===== src/rtl/riscv_pkg.sv =====
// Shared RISC-V core widths and scalar types.
package riscv_pkg;

  localparam int unsigned XLEN       = 32;
  localparam int unsigned REG_ADDR_W = 5;

  typedef logic [REG_ADDR_W-1:0] reg_addr_t;
  typedef logic [XLEN-1:0]       xlen_t;

endpackage


===== src/rtl/regfile_read_port.sv =====
// One combinational register-file read port: array mux, x0 forcing and optional write bypass.
module regfile_read_port
  import riscv_pkg::*;
#(
  parameter int unsigned DATA_WIDTH   = XLEN,
  parameter int unsigned NUM_REGS     = 32,
  parameter int unsigned ADDR_WIDTH   = REG_ADDR_W,
  parameter bit          WRITE_BYPASS = 1'b0
) (
  input  logic [DATA_WIDTH-1:0] i_regs [NUM_REGS],
  input  logic [ADDR_WIDTH-1:0] i_addr,
  input  logic                  i_reg_write,
  input  logic [ADDR_WIDTH-1:0] i_addr_des,
  input  logic [DATA_WIDTH-1:0] i_data,
  output logic [DATA_WIDTH-1:0] o_data
);

  logic bypass_hit;

  assign bypass_hit = WRITE_BYPASS && i_reg_write && (i_addr_des == i_addr);

  always_comb begin
    o_data = i_regs[i_addr];
    // x0 wins over the bypass so a discarded write can never leak through.
    if (i_addr == '0) begin
      o_data = '0;
    end else if (bypass_hit) begin
      o_data = i_data;
    end
  end

endmodule


===== src/rtl/register_file.sv =====
// Integer register file: 2 combinational read ports, 1 synchronous write port, x0 hardwired to zero.
module register_file
  import riscv_pkg::*;
#(
  parameter int unsigned DATA_WIDTH   = XLEN,
  parameter int unsigned NUM_REGS     = 32,
  parameter int unsigned ADDR_WIDTH   = REG_ADDR_W,
  parameter bit          WRITE_BYPASS = 1'b0
) (
  input  logic                  i_clk,
  input  logic                  i_rst_n,
  input  logic                  i_reg_write,
  input  logic [DATA_WIDTH-1:0] i_data,
  input  logic [ADDR_WIDTH-1:0] i_addr_des,
  input  logic [ADDR_WIDTH-1:0] i_addr_srcA,
  input  logic [ADDR_WIDTH-1:0] i_addr_srcB,
  output logic [DATA_WIDTH-1:0] o_dataA,
  output logic [DATA_WIDTH-1:0] o_dataB
);

  logic [DATA_WIDTH-1:0] regs [NUM_REGS];

  // Entry 0 is a constant; only x1..x(N-1) carry flops.
  assign regs[0] = '0;

  for (genvar g = 1; g < NUM_REGS; g++) begin : gen_reg
    logic [DATA_WIDTH-1:0] reg_q;

    always_ff @(posedge i_clk or negedge i_rst_n) begin
      if (!i_rst_n) begin
        reg_q <= '0;
      end else if (i_reg_write && (i_addr_des == ADDR_WIDTH'(g))) begin
        reg_q <= i_data;
      end
    end

    assign regs[g] = reg_q;
  end

  regfile_read_port #(
    .DATA_WIDTH  (DATA_WIDTH),
    .NUM_REGS    (NUM_REGS),
    .ADDR_WIDTH  (ADDR_WIDTH),
    .WRITE_BYPASS(WRITE_BYPASS)
  ) u_read_a (
    .i_regs     (regs),
    .i_addr     (i_addr_srcA),
    .i_reg_write(i_reg_write),
    .i_addr_des (i_addr_des),
    .i_data     (i_data),
    .o_data     (o_dataA)
  );

  regfile_read_port #(
    .DATA_WIDTH  (DATA_WIDTH),
    .NUM_REGS    (NUM_REGS),
    .ADDR_WIDTH  (ADDR_WIDTH),
    .WRITE_BYPASS(WRITE_BYPASS)
  ) u_read_b (
    .i_regs     (regs),
    .i_addr     (i_addr_srcB),
    .i_reg_write(i_reg_write),
    .i_addr_des (i_addr_des),
    .i_data     (i_data),
    .o_data     (o_dataB)
  );

endmodule


===== config.mk =====
export PLATFORM = sky130hd
export DESIGN_NAME = register_file
export DESIGN_NICKNAME = d
export VERILOG_FILES = /design/src/rtl/riscv_pkg.sv /design/src/rtl/regfile_read_port.sv /design/src/rtl/register_file.sv
export SDC_FILE = /design/constraint.sdc
export NUM_CORES = 2
export LEC_CHECK = 0
export BUFFER_PORTS_ARGS = -buffer_cell sky130_fd_sc_hd__buf_2
export CORE_ASPECT_RATIO = 0.9
export CORE_UTILIZATION = 51
export CTS_CLUSTER_SIZE = 8
export DETAILED_ROUTE_END_ITERATION = 7
export PLACE_DENSITY_LB_ADDON = 0.08
export SLEW_MARGIN = 5
export SYNTH_ARGS = -nofsm -noshare
export SYNTH_HDL_FRONTEND = slang
export SYNTH_SLANG_ARGS = --single-unit

===== constraint.sdc =====
create_clock -name i_clk -period 1.6 [get_ports i_clk]
set_input_delay 0.16 -clock i_clk [delete_from_list [all_inputs] [get_ports i_clk]]
set_output_delay 0.16 -clock i_clk [all_outputs]
set_load 0.01 [all_outputs]

==> metrics.cfg <==
[global_route]
gr-total-overflow = 0
antenna_found_initial = 3
grt_pass1_vias = 39249
grt.total_usage = 0.336
grt_max_degree = 60
grt_pass1_wl_um = 262000

[pwr]
ir_drop_mv = 1.07
power_frac_clock = 0.351
power.density_mw_per_mm2 = 1200
p_comb_frac = 0.221
sw_frac_of_total = 0.278
p_switching_mw = 21.9
p_leak_nw = 29.8
p_int_mw = 56.9
pwr-share-seq = 0.428

[finish]
finalNetCount = 4514
largestRegisters = gen.reg_q x992
area_growth_pct = 23.3
top_register = gen.reg_q
largest_register_ffs = 992
layout_common_cells = mux2_2, dfrtp_1, mux2i_1, buf_4, o22ai_1
final_common_cell = mux2_2
drive_gt1_frac = 0.496

[sta]
slew_headroom = 0.564
tightest_slew_ns = 0.654
clock_skew_ns = 0
finalMaxSlewViolations = 0
setup_violations = 64
hold_viol_final = 0
timing.hold.ws_ns = 0.0482
setup_ws_ns = -0.913
fin_crit_sh = 1.57
tns_ns = -51.13
fmax_ghz = 0.398
min_period_ns = 2.51
rsz0062_at_grt = true

[synthesis]
yosysTopAreaCell = dfrtp_1
yosysSeqAreaShare = 0.466
synthCells = 4058
syn_nets = 4108
synth_top_area_share = 0.466
ys_ff_latch = 992
synth.distinct_cells = 35
yosys_warnings = 0
synth_area_sq_mm = 0.0532
synth_area_per_cell_sq_um = 13.1
synthTopCellsByArea = dfrtp_1, mux2_2, mux2i_1

[clock_network]
cts_root_buf = clkbuf_16
path_clk_slew_ns = 0.05
cts_htree_levels = 4
cts_buffer_depth = 3
cts_sinks = 992
clock_latency_ns = 0.73
cts_buffers = 142
cts_tree = yes

[detailed_routing]
drc_errors = 4
dr.first_iter.drc_count = 2953
vias = 38059
dr.pass1.iters = 8
wl_um = 176000
routedWlPerCell_um = 30.1
drt-vias-per-instance = 6.51
ant_nets = 0

[min_path]
worstHoldPathType = in -> reg
worstHoldStart = i_data[27]

[run_status]
status = complete, but fails checks
violations = DRC, setup timing

[worst_setup_path]
path_delay_family = multiplexers
critPathMaxFanout = 3
cp.required_ns = 1.44
reg2reg_from = gen_reg[15].reg_q[14]
slowest_stage = mux4_2
endpoint_kind = output port
path_cells = mux4_2 > a22o_1 > a31oi_2 > buf_4 > nor3_2 > buf_2
critPathKind = reg -> out
cp-start-kind = flip-flop
crit_start = gen_reg[12].reg_q[21]
cp.arrival_ns = 2.35
slowest_delay_ns = 0.49
worst-path-buf-inv = 2

[die]
coreArea_sq_mm = 0.104
start_util = 0.514
dieArea_sq_mm = 0.106
die_w_um = 343
row_count = 112
die-height_um = 309
io_pins = 114

[placement]
post-dp-hpwl_um = 115000
io_buffer_count = 113
gp_congestion = 0.863
pre_cts_ws_ns = -0.637

[run]
maxCapViolations = 0

==> layer usage <==
metal  track usage  wire, um  part of all wire
met1         0.492     80000              0.45
met5             0        26           0.00015
met4         0.102      4810             0.027
met3        0.0594     12300             0.070
met2         0.509     78800              0.45
==> cell type report <==
| type | count | area, sq um |
|---|---|---|
| clock inverters | 5 | 65.1 |
| multi-input cells | 2631 | 27900 |
| fillers | 7991 | 37900 |
| clock buffers | 156 | 3850 |
| flip-flops and latches | 992 | 24800 |
| repair buffers | 697 | 7250 |
| diodes | 1 | 2.50 |
| well taps | 1368 | 1710 |
==> Yosys cell counts (all sizes together) <==
| cell type | instances |
|---|---|
| clkbuf | 225 |
| nor2 | 13 |
| or3 | 3 |
| a22o | 31 |
| nand3 | 1 |
| nand2b | 11 |
| nor2b | 41 |
| a31oi | 31 |
| buf | 210 |
| a211oi | 34 |
| nor4b | 1 |
| mux2 | 1056 |
| and3b | 1 |
| a22oi | 64 |
| dfrtp | 992 |
| nand4 | 1 |
| nand4b | 3 |
| mux4 | 129 |
| o22ai | 256 |
| nand2 | 17 |
| nor3 | 162 |
| a21oi | 32 |
| or2 | 4 |
| nor3b | 3 |
| a221o | 63 |
| mux2i | 638 |
| and2 | 2 |
| o21ai | 1 |
| nor4 | 33 |
==> through the flow <==
stage | utilization | std cells | instance area (sq um) | power [mW]
CTS | 0.631 | 5841 | 65300 | 78.8
finish | 0.634 | 5850 | 65600 | 78.8
global placement | 0.586 | 5677 | 60700 | 49.9
global route | 0.634 | 5849 | 65600 | 82.1
detailed placement | 0.586 | 5677 | 60700 | 50.4
floorplan | - | 4058 | 53800 | 44.2
==> final timing paths <==
path	to	slack (ns)	cells after the start
min in group asynchronous	gen_reg[31].reg_q[24]	0.23	3
setup reg to reg	gen_reg[15].reg_q[14]	0.60	3
setup / recovery	o_dataB[21]	-0.91	6
max in group asynchronous	gen_reg[28].reg_q[4]	0.33	3
hold / removal	gen_reg[20].reg_q[27]	0.05	2
hold reg to reg	gen_reg[13].reg_q[7]	0.51	1
==> cell families after synthesis <==
family / after synthesis / share of synthesized area
AND/OR/NAND/NOR: 296 / 0.0302
AO/OA/AOI/OAI: 512 / 0.0676
buffers and inverters: 435 / 0.0380
flip-flops: 992 / 0.466
multiplexers: 1823 / 0.398
==> power by group through the flow <==
stage                     clock [mW]  combinational [mW]  sequential [mW]
after CTS                       28.1                17.1             33.6
after floorplan                    0                11.3             32.9
after global routing            29.1                18.7             34.3
final                           27.7                17.4             33.7
after detailed placement           0                16.5             33.9
after global placement             0                16.1             33.7
==> what timing repair did <==
action,in CTS,in global routing
endpoints found under the setup margin,64,64
pin swaps,99,21
buffers inserted,18,9
hold buffers,2,0
resized for setup,131,43
hold endpoints to repair,992,0
Note: power is estimated with default switching activity, not from simulation.
